### config.mk
export PLATFORM = sky130hd
export DESIGN_NAME = heapsort
export DESIGN_NICKNAME = d
export VERILOG_FILES = /design/src/rtl/heapsort_pkg.sv /design/src/rtl/heap_dpram.sv /design/src/rtl/heapsort.sv
export SDC_FILE = /design/constraint.sdc
export NUM_CORES = 2
export LEC_CHECK = 0
export CORE_MARGIN = 1.5
export CORE_UTILIZATION = 35
export CTS_CLUSTER_DIAMETER = 80
export DETAILED_ROUTE_END_ITERATION = 12
export HOLD_SLACK_MARGIN = 0.15
export PLACE_DENSITY_LB_ADDON = 0.08
export SETUP_SLACK_MARGIN = 0.15
export SYNTH_ARGS = -nofsm -noshare
export SYNTH_HDL_FRONTEND = slang
export SYNTH_SLANG_ARGS = --single-unit
### constraint.sdc
create_clock -name clk -period 35.6 [get_ports clk]
set_clock_uncertainty 0.1 [all_clocks]
set_input_delay 5.34 -clock clk [delete_from_list [all_inputs] [get_ports clk]]
set_output_delay 5.34 -clock clk [all_outputs]
set_load 0.02 [all_outputs]
### src/rtl/heapsort_pkg.sv
// Shared definitions for the ping-pong heapsort block: data width, heap sizing
// helpers derived from the tree depth, and the controller state encoding.
package heapsort_pkg;

   localparam int DATA_W = 32;

   typedef enum logic [1:0] {
      ST_IDLE = 2'd0,
      ST_SIFT = 2'd1,
      ST_SWAP = 2'd2
   } state_e;

   // Words per bank for a complete binary tree with levels 0..level.
   function automatic int heap_n(input int level);
      return (2 ** (level + 1)) - 1;
   endfunction

   // Index/count width; holds every index 0..N-1 and the full count N.
   function automatic int idx_w(input int level);
      return level + 1;
   endfunction

endpackage

### src/rtl/heap_dpram.sv
// Heap storage bank: two asynchronous read ports and two write ports, so one
// sift step can look at a node pair and move two words in a single cycle.
module heap_dpram
   import heapsort_pkg::*;
#(
   parameter int AW = 3
)(
   input  logic              clk,
   input  logic [AW-1:0]     i_ra_addr,
   output logic [DATA_W-1:0] o_ra_data,
   input  logic [AW-1:0]     i_rb_addr,
   output logic [DATA_W-1:0] o_rb_data,
   input  logic              i_wa_en,
   input  logic [AW-1:0]     i_wa_addr,
   input  logic [DATA_W-1:0] i_wa_data,
   input  logic              i_wb_en,
   input  logic [AW-1:0]     i_wb_addr,
   input  logic [DATA_W-1:0] i_wb_data
);

   logic [DATA_W-1:0] r_mem [2**AW];

   // NOTE: the array has no reset; the per-bank counts decide which words are valid.
   always_ff @(posedge clk) begin
      if (i_wa_en) r_mem[i_wa_addr] <= i_wa_data;
      if (i_wb_en) r_mem[i_wb_addr] <= i_wb_data;
   end

   assign o_ra_data = r_mem[i_ra_addr];
   assign o_rb_data = r_mem[i_rb_addr];

endmodule

### src/rtl/heapsort.sv
// Block heapsort: samples fill one min-heap bank while the other bank is drained
// smallest-first into data_out; the banks trade roles each time one fills up.
module heapsort
   import heapsort_pkg::*;
#(
   parameter int LEVEL = 2
)(
   input  logic              clk,
   input  logic              rst,
   input  logic              fs,
   input  logic              en_rec_in,
   input  logic [DATA_W-1:0] data_in,
   output logic [DATA_W-1:0] data_out
);

   localparam int N  = heap_n(LEVEL);
   localparam int IW = idx_w(LEVEL);
   localparam int CW = IW + 1;

   localparam logic [IW-1:0] FULL = IW'(N);
   localparam logic [IW-1:0] ONE  = IW'(1);

   localparam logic [1:0] IDLE = ST_IDLE;
   localparam logic [1:0] SIFT = ST_SIFT;
   localparam logic [1:0] SWAP = ST_SWAP;

   logic [1:0]        r_state;
   logic              r_fs;
   logic              r_sel;
   logic [IW-1:0]     r_cnt [2];
   logic [DATA_W-1:0] r_dout;

   logic              r_ins_busy;
   logic [DATA_W-1:0] r_ins_val;
   logic [IW-1:0]     r_ins_hole;
   logic              r_pop_busy;
   logic [DATA_W-1:0] r_pop_val;
   logic [IW-1:0]     r_pop_hole;

   logic              w_evt;
   logic              w_fil;
   logic              w_drn;

   logic [IW-1:0]     w_ra_addr [2];
   logic [IW-1:0]     w_rb_addr [2];
   logic [DATA_W-1:0] w_ra_data [2];
   logic [DATA_W-1:0] w_rb_data [2];
   logic              w_wa_en   [2];
   logic [IW-1:0]     w_wa_addr [2];
   logic [DATA_W-1:0] w_wa_data [2];
   logic              w_wb_en   [2];
   logic [IW-1:0]     w_wb_addr [2];
   logic [DATA_W-1:0] w_wb_data [2];

   logic [IW-1:0]     w_ins_par;
   logic [DATA_W-1:0] w_par_val;
   logic              w_ins_done;
   logic              w_f_wa_en;
   logic [IW-1:0]     w_f_wa_addr;
   logic [DATA_W-1:0] w_f_wa_data;
   logic              w_f_wb_en;
   logic [IW-1:0]     w_f_wb_addr;
   logic [DATA_W-1:0] w_f_wb_data;

   logic [CW-1:0]     w_lc;
   logic [CW-1:0]     w_rc;
   logic [CW-1:0]     w_gc;
   logic [CW-1:0]     w_dcnt;
   logic              w_use_r;
   logic [IW-1:0]     w_ch_idx;
   logic [DATA_W-1:0] w_ch_val;
   logic              w_pop_done;
   logic [IW-1:0]     w_d_ra;
   logic [IW-1:0]     w_d_rb;
   logic              w_d_wa_en;
   logic [IW-1:0]     w_d_wa_addr;
   logic [DATA_W-1:0] w_d_wa_data;
   logic              w_d_wb_en;
   logic [IW-1:0]     w_d_wb_addr;
   logic [DATA_W-1:0] w_d_wb_data;

   assign w_fil    = r_sel;
   assign w_drn    = ~r_sel;
   assign w_evt    = fs & ~r_fs & en_rec_in;
   assign data_out = r_dout;

   // Insert: the new value rides up in r_ins_val while parents drop into the hole.
   assign w_ins_par = (r_ins_hole - ONE) >> 1;
   assign w_par_val = w_ra_data[w_fil];

   always_comb begin
      w_f_wa_en   = 1'b0;
      w_f_wa_addr = r_ins_hole;
      w_f_wa_data = r_ins_val;
      w_f_wb_en   = 1'b0;
      w_f_wb_addr = '0;
      w_f_wb_data = r_ins_val;
      w_ins_done  = 1'b0;
      if (r_state == SIFT && r_ins_busy) begin
         w_f_wa_en = 1'b1;
         if (r_ins_hole == '0) begin
            w_ins_done = 1'b1;
         end else if (r_ins_val < w_par_val) begin
            w_f_wa_data = w_par_val;
            if (w_ins_par == '0) begin
               w_f_wb_en  = 1'b1;
               w_ins_done = 1'b1;
            end
         end else begin
            w_ins_done = 1'b1;
         end
      end
   end

   // Pop: the old last element rides down in r_pop_val while the smaller child rises.
   assign w_lc   = {r_pop_hole, 1'b1};
   assign w_rc   = w_lc + CW'(1);
   assign w_dcnt = {1'b0, r_cnt[w_drn]};

   always_comb begin
      w_use_r     = (w_rc < w_dcnt) && (w_rb_data[w_drn] < w_ra_data[w_drn]);
      w_ch_idx    = w_use_r ? w_rc[IW-1:0] : w_lc[IW-1:0];
      w_ch_val    = w_use_r ? w_rb_data[w_drn] : w_ra_data[w_drn];
      w_gc        = {w_ch_idx, 1'b1};
      w_d_ra      = (r_state == IDLE) ? '0 : w_lc[IW-1:0];
      w_d_rb      = (r_state == IDLE) ? (r_cnt[w_drn] - ONE) : w_rc[IW-1:0];
      w_d_wa_en   = 1'b0;
      w_d_wa_addr = r_pop_hole;
      w_d_wa_data = r_pop_val;
      w_d_wb_en   = 1'b0;
      w_d_wb_addr = w_ch_idx;
      w_d_wb_data = r_pop_val;
      w_pop_done  = 1'b0;
      if (r_state == SIFT && r_pop_busy) begin
         w_d_wa_en = 1'b1;
         if (w_lc >= w_dcnt) begin
            w_pop_done = 1'b1;
         end else if (w_ch_val < r_pop_val) begin
            w_d_wa_data = w_ch_val;
            if (w_gc >= w_dcnt) begin
               w_d_wb_en  = 1'b1;
               w_pop_done = 1'b1;
            end
         end else begin
            w_pop_done = 1'b1;
         end
      end
   end

   for (genvar g = 0; g < 2; g++) begin : g_bank
      logic w_is_fill;
      assign w_is_fill    = (r_sel == 1'(g));
      assign w_ra_addr[g] = w_is_fill ? w_ins_par   : w_d_ra;
      assign w_rb_addr[g] = w_is_fill ? '0          : w_d_rb;
      assign w_wa_en[g]   = w_is_fill ? w_f_wa_en   : w_d_wa_en;
      assign w_wa_addr[g] = w_is_fill ? w_f_wa_addr : w_d_wa_addr;
      assign w_wa_data[g] = w_is_fill ? w_f_wa_data : w_d_wa_data;
      assign w_wb_en[g]   = w_is_fill ? w_f_wb_en   : w_d_wb_en;
      assign w_wb_addr[g] = w_is_fill ? w_f_wb_addr : w_d_wb_addr;
      assign w_wb_data[g] = w_is_fill ? w_f_wb_data : w_d_wb_data;

      heap_dpram #(.AW(IW)) u_bank (
         .clk       (clk),
         .i_ra_addr (w_ra_addr[g]),
         .o_ra_data (w_ra_data[g]),
         .i_rb_addr (w_rb_addr[g]),
         .o_rb_data (w_rb_data[g]),
         .i_wa_en   (w_wa_en[g]),
         .i_wa_addr (w_wa_addr[g]),
         .i_wa_data (w_wa_data[g]),
         .i_wb_en   (w_wb_en[g]),
         .i_wb_addr (w_wb_addr[g]),
         .i_wb_data (w_wb_data[g])
      );
   end

   // NOTE: all state updates use <= so every branch sees the pre-edge values.
   always_ff @(posedge clk) begin
      if (!rst) begin
         r_fs       <= 1'b0;
         r_state    <= IDLE;
         r_sel      <= 1'b0;
         r_cnt[0]   <= '0;
         r_cnt[1]   <= '0;
         r_dout     <= '0;
         r_ins_busy <= 1'b0;
         r_pop_busy <= 1'b0;
      end else begin
         r_fs <= fs;
         case (r_state)
            IDLE: begin
               if (w_evt) begin
                  r_ins_busy    <= 1'b1;
                  r_ins_val     <= data_in;
                  r_ins_hole    <= r_cnt[w_fil];
                  r_cnt[w_fil]  <= r_cnt[w_fil] + ONE;
                  if (r_cnt[w_drn] != '0) begin
                     r_dout       <= w_ra_data[w_drn];
                     r_pop_val    <= w_rb_data[w_drn];
                     r_pop_hole   <= '0;
                     r_cnt[w_drn] <= r_cnt[w_drn] - ONE;
                     r_pop_busy   <= (r_cnt[w_drn] > ONE);
                  end
                  r_state <= SIFT;
               end
            end
            SIFT: begin
               if (w_ins_done)      r_ins_busy <= 1'b0;
               else if (r_ins_busy) r_ins_hole <= w_ins_par;
               if (w_pop_done)      r_pop_busy <= 1'b0;
               else if (r_pop_busy) r_pop_hole <= w_ch_idx;
               if ((w_ins_done || !r_ins_busy) && (w_pop_done || !r_pop_busy))
                  r_state <= SWAP;
            end
            SWAP: begin
               // A full FILL bank becomes DRAIN; the emptied DRAIN restarts filling.
               if (r_cnt[w_fil] == FULL) begin
                  r_sel        <= ~r_sel;
                  r_cnt[w_drn] <= '0;
               end
               r_state <= IDLE;
            end
            default: r_state <= IDLE;
         endcase
      end
   end

endmodule

* Word level (Yosys, flattened, before mapping) *
Memories as Yosys holds them, arrays and structs flattened. A register that Yosys moved wholly into a read port is not among the register bits.
Cells that the tools add are included.

storage, ports and cells
  word-level logic and storage cells = 170
  RAM bits = 518
  register bits = 108
  bits of input ports = 36
  memories kept = 3

cells by class
  muxes and demuxes = 101
  $lt $le $gt $ge = 9
  $add $sub $neg = 4
  bitwise logic cells = 7
  reduce and logical (&&, ||, !) cells = 24
  eq/ne operators = 12

memories
  memory                  words  width  rd ports  clocked after Yosys merged registers in  wr ports  RTL line          text
  g_bank[0].u_bank.r_mem  8      32     2         0                                        2         heap_dpram.sv:21  logic [DATA_W-1:0] r_mem [2**AW];
  g_bank[1].u_bank.r_mem  8      32     2         0                                        2         heap_dpram.sv:21
  r_cnt                   2      3      2         1                                        2         heapsort.sv:30    logic [IW-1:0] r_cnt [2];

operators by type and width
  kind                   count
  $mux W32               20
  $lt A32 B32 Y1         3
  $mux W3                21
  $mux W1                53
  $ne A2 B2 Y1 const B   7
  $pmux W3 S2            2
  $reduce_and A3 Y1      3
  $ge A4 B3 Y1           2
  $reduce_and A4 Y1      2
  $logic_not A3 Y1       2
  $reduce_and A6 Y1      1
  $reduce_or A3 Y1       2
  $sub A3 B1 Y3 const B  2
  $reduce_and A5 Y1      1
  $add A4 B1 Y4 const B  1
  $ge A2 B2 Y1 const B   2
  $logic_and A1 B1 Y1    4
  $lt A4 B3 Y1           1
  $mux W2                2
  $ne A2 B1 Y1 const B   2
  $not A1 Y2             2
  $pmux W1 S2            2
  $pmux W2 S2            1
  $reduce_and A2 Y1      2
  other kinds (13)       17

* Depth between registers and ports, before layout *
An unclocked memory read counts as a cell.

  word-level depth = 21
  mapped depth = 47
  mapped depth without buffers = 31

* By module *
Synthesis repeated with hierarchy kept, for this count alone.

unflattened totals
  cell total of the unflattened synthesis = 2828
  area, all modules = 41330.9 um^2

modules (own cells, without submodules)
  module                         cells an instance  area each (um^2)  times used
  heap_dpram (g_bank[0].u_bank)  794                15083.2           1
  heap_dpram (g_bank[1].u_bank)  794                15080.7           1
  heapsort                       1240               11167.0           1

* Worst setup path after synthesis *
OpenSTA, ideal clock, no wires.

  path type = flip-flop to flip-flop
  from = register r_sel, in the netlist g_bank[1].w_is_fill
  to = memory g_bank[0].u_bank.r_mem[2][0], enable pin
  clock period less this slack = 11.421 ns
  stages on the path, launching flop included = 46
  arrival time = 10.855 ns
  required time = 35.034 ns
  slack = 24.179 ns
  path through = dfxtp_1 > buf_2 > buf_6 > buf_2 > clkbuf_1 > clkbuf_1 > buf_1 > buf_1 > mux2i_1 > ha_1 > or3b_1 > and2_1 > clkbuf_1 > clkbuf_1 > clkbuf_1 > nand2_1 > nand3_1 > nand2_1 > [10 not listed] > buf_2 > buf_6 > buf_2 > buf_1 > a21o_1 > ha_1 > a211oi_1 > o21ai_0 > a221oi_1 > a2111oi_0 > nor3_1 > o21ai_0 > a21oi_4 > buf_4 > buf_4 > nand4_2 > buf_2 > o21ai_0

RTL lines
  item                    RTL line          text
  start, declared         heapsort.sv:29    logic r_sel;
  start signal, assigned  heapsort.sv:218   r_sel <= ~r_sel;
  end, declared           heap_dpram.sv:21

==> key figures <==
CTS
  – TritonCTS clock tree: yes
  – Count of cells resized by post-cts repair: 0
  – Max Root-Sink Buffers: 3
  – Worst-Skew Late Latency: 0.66 ns
  – Number of buffers created by CTS: 79
  – H-tree Lvls: 3
  – Buffer count from post-CTS setup fixing: 0
  – Clock Root Buffer: sky130_fd_sc_hd__clkbuf_16
  – Clock slew at reported path FFs: 0.06 ns
  – Number of sinks handled by clock tree synthesis: 627
  – CTS hold repair buffers: 0

Power
  – Part of the power in registers: 42.8%
  – Cell Int Power: 1.36 mW
  – Peak supply drop: 0.0000343 V
  – Logic pwr share: 14.3%
  – Total net switching power: 544 µW
  – Clock share of power: 43.0%
  – Switching share of power: 28.5%
  – Static leakage: 15.4 nW
  – Total power divided by cell area: 42.3 mW/mm²

Synth
  – Synthesized netlist cell count: 4016
  – Most common flop cell mapped by yosys: sky130_fd_sc_hd__edfxtp_1
  – Synthesized net count: 4159
  – Count of flip-flops with a built-in enable after synthesis: 588
  – Number of synthesized register bits: 627
  – Post-synthesis cell type count: 89
  – Sequential area share after synthesis: 45.9%
  – Syn_area_per_cell: 10.0 µm²
  – Async set-or-reset flop fraction in the synthesized netlist: 0%
  – Ys Warns: 0
  – Synth Cell Area: 0.0402 mm²

Placed design
  – Number of port buffers: 67
  – Final Wtd Congestion: 0.959
  – Detailed Place HPWL: 123000 µm
  – Placement-stage worst setup slack: 22.15 ns

Timing
  – Final WS setup: 21.73 ns
  – Number of max-slew violations in the final report: 0
  – Slew at the pin closest to its max-slew limit: 1.23 ns
  – Final period demand of the worst path: 13.87 ns
  – Accumulated negative setup slack: 0 ns
  – Setup repair after global routing missed its margin: false
  – Total of endpoints with negative setup slack in the final report: 0
  – Final count of hold timing violations: 0
  – Maximum clock rate: 0.0721 GHz
  – Headroom to the max-slew limit: 17.9%
  – Fin crit share: 39.0%

Flow run
  – Max capacitance violation total: 0

Floorplan
  – Die area: 0.117 mm²
  – Standard-cell row count: 124
  – Die W: 342 µm
  – Placeable Area: 0.114 mm²
  – I/O pin cnt: 68
  – Vert. Die Dim: 342 µm
  – Initial standard-cell utilization of the core: 35.2%

Setup path
  – Required time worst endpoint: 35.76 ns
  – Kind of start point of the critical path: flip-flop
  – Critical path start-end classification: reg -> reg
  – Largest incremental delay on the critical path: 1.20 ns
  – R2R Path End: g_bank[1].u_bank.r_mem[2][14]$_DFFE_PP_
  – Minimum setup slack among reg-to-reg paths: 21.73 ns
  – Max Fanout on Critical Path: 110
  – Category of the worst setup path capture point: flip-flop
  – Reg2Reg Depth: 31
  – Slowest-stage cell, CP: sky130_fd_sc_hd__nand2_2
  – Launch instance of the worst register-to-register path: g_bank[1].w_is_fill$_SDFFE_PN0P_
  – CP arrival: 14.03 ns

Routing
  – Antenna viol nets, final: 0
  – DR WL/cell: 32.6 µm
  – DRC Markers: 0
  – Overall via count from detail_route: 34700
  – Wire length after detailed routing: 179000 µm
  – Starting DRT DRC Count: 3474
  – First-pass DRT Iterations: 6
  – Via count normalized by instance count: 6.29

Worst hold path
  – Cells on Worst Hold Path: 2
  – Hold path endpoint: data_out[18]$_SDFFE_PN0P_
  – Type of the tightest min-delay check: reg -> reg
  – Startpoint of the most critical hold path: data_out[18]$_SDFFE_PN0P_

Final layout
  – Leading cell type in the layout, fill and taps excluded: sky130_fd_sc_hd__edfxtp_1
  – Area growth syn-to-layout: 12.1%
  – Commonest non-fill, non-tap cells in the layout: sky130_fd_sc_hd__edfxtp_1 (588), sky130_fd_sc_hd__nand2_1 (581), sky130_fd_sc_hd__nor2_1 (327)
  – Share of layout cells above drive strength 1: 12.7%
  – Post-layout net count: 4075

GRT
  – Total routing usage reported by global routing: 30.2%
  – Largest net degree at the start of global routing: 111
  – Number of antenna violations at the first check in global routing: 1
  – Via count of the first global-routing pass: 33800
  – Overflow left after global routing: 0
  – Global-route wire length before repair: 253000 µm

Status
  – Run status: completed
[Yosys cell counts, drive strengths merged (24+ instances only)]
library cell	n	area (µm²)
nor2	332	1250
o211ai	27	208
inv	76	285
o21ai	214	1130
o21a	24	180
o221ai	165	1450
edfxtp	588	17700
nand4	33	231
a221oi	60	538
mux2	70	788
mux4	63	1420
clkbuf	228	857
nand3	223	1120
o31ai	28	485
or3	24	150
ha	107	1340
a21boi	35	263
nand2	620	2410
dfxtp	39	781
mux2i	159	1590
a21o	48	360
and3	32	200
buf	103	548
a31oi	46	528
o22ai	84	526
a211oi	143	1100
a21oi	294	1490
[critical path: cells and delay by family (launching register included)]
| family | cells | cell delay [ns] |
|---|---|---|
| adders and majority gates | 4 | 0.99 |
| buffers and inverters | 6 | 3.22 |
| DFF | 1 | 0.68 |
| muxes | 1 | 0.53 |
| AOI/OAI and AO/OA | 11 | 3.39 |
| and+or+nand+nor | 9 | 4.11 |
[power groups by stage]
stage | registers, mW | logic [mW] | clock network [mW]
3_5_place_dp | 0.831 | 0.267 | 0
2_1_floorplan | 0.831 | 0.161 | 0
5_1_grt | 0.816 | 0.291 | 0.853
3_3_place_gp | 0.831 | 0.268 | 0
4_1_cts | 0.816 | 0.269 | 0.828
6_report | 0.816 | 0.272 | 0.820
[worst max-delay path by stage]
stage          slack [ns]                              from                                      end
5_1_grt             21.06  g_bank[1].w_is_fill$_SDFFE_PN0P_  g_bank[1].u_bank.r_mem[4][12]$_DFFE_PP_
6_report            21.73  g_bank[1].w_is_fill$_SDFFE_PN0P_  g_bank[1].u_bank.r_mem[2][14]$_DFFE_PP_
2_1_floorplan       24.18  g_bank[1].w_is_fill$_SDFFE_PN0P_   g_bank[0].u_bank.r_mem[2][0]$_DFFE_PP_
3_5_place_dp        22.15  g_bank[1].w_is_fill$_SDFFE_PN0P_  g_bank[1].u_bank.r_mem[2][12]$_DFFE_PP_
3_3_place_gp        22.36  g_bank[1].w_is_fill$_SDFFE_PN0P_  g_bank[1].u_bank.r_mem[2][12]$_DFFE_PP_
4_1_cts             22.09  g_bank[1].w_is_fill$_SDFFE_PN0P_  g_bank[1].u_bank.r_mem[2][12]$_DFFE_PP_
[routing by layer]
layer | global-route usage (%) | up-vias | part of all wire (%)
met5 | 0 | - | 0
met3 | 3.21 | 385 | 5.9
met2 | 50.5 | 1557 | 48
li1 | - | 15300 | -
met1 | 38.1 | 17500 | 40
met4 | 16.9 | 0 | 6.4
[kinds of logic after synthesis]
| group | share of synthesized area, % |
|---|---|
| compound gates | 22.3 |
| mux | 9.45 |
| buf+inv | 4.21 |
| flops | 45.9 |
| xor+xnor | 0.128 |
| simple gates | 14.8 |
| fa+ha+maj | 3.33 |
[per-stage QoR]
stage / instances / hold slack, ns / power [mW] / area, µm² / utilization [%]
after floorplan: 4016 / 0.446 / 0.992 / 40200 / -
final: 5511 / 0.396 / 1.91 / 45100 / 39.5
after CTS: 5508 / 0.401 / 1.91 / 45100 / 39.5
after detailed placement: 5363 / 0.393 / 1.10 / 42500 / 37.2
after global routing: 5508 / 0.419 / 1.96 / 45100 / 39.5
after global placement: 5363 / 0.389 / 1.10 / 42500 / 37.2
[cell type report]
type,count,area [µm²]
Antenna cell,3,7.51
Clock buffer,103,2210
Clock inverter,42,353
Fill cell,11400,69100
Inverter,77,294
Multi-Input combinational cell,2981,20400
Sequential cell,627,18400
Tap cell,1512,1890
Timing Repair Buffer,166,1430
[state kept, by name, indices dropped and copies added, names as in the netlist, 2 cells and up, named ones only]
name,cells
data_out,32
g_bank.u_bank.r_mem,512
r_cnt,6
r_ins_hole,3
r_ins_val,32
r_pop_hole,3
r_pop_val,32
r_state,2
Power figures use the tool's default switching activity.
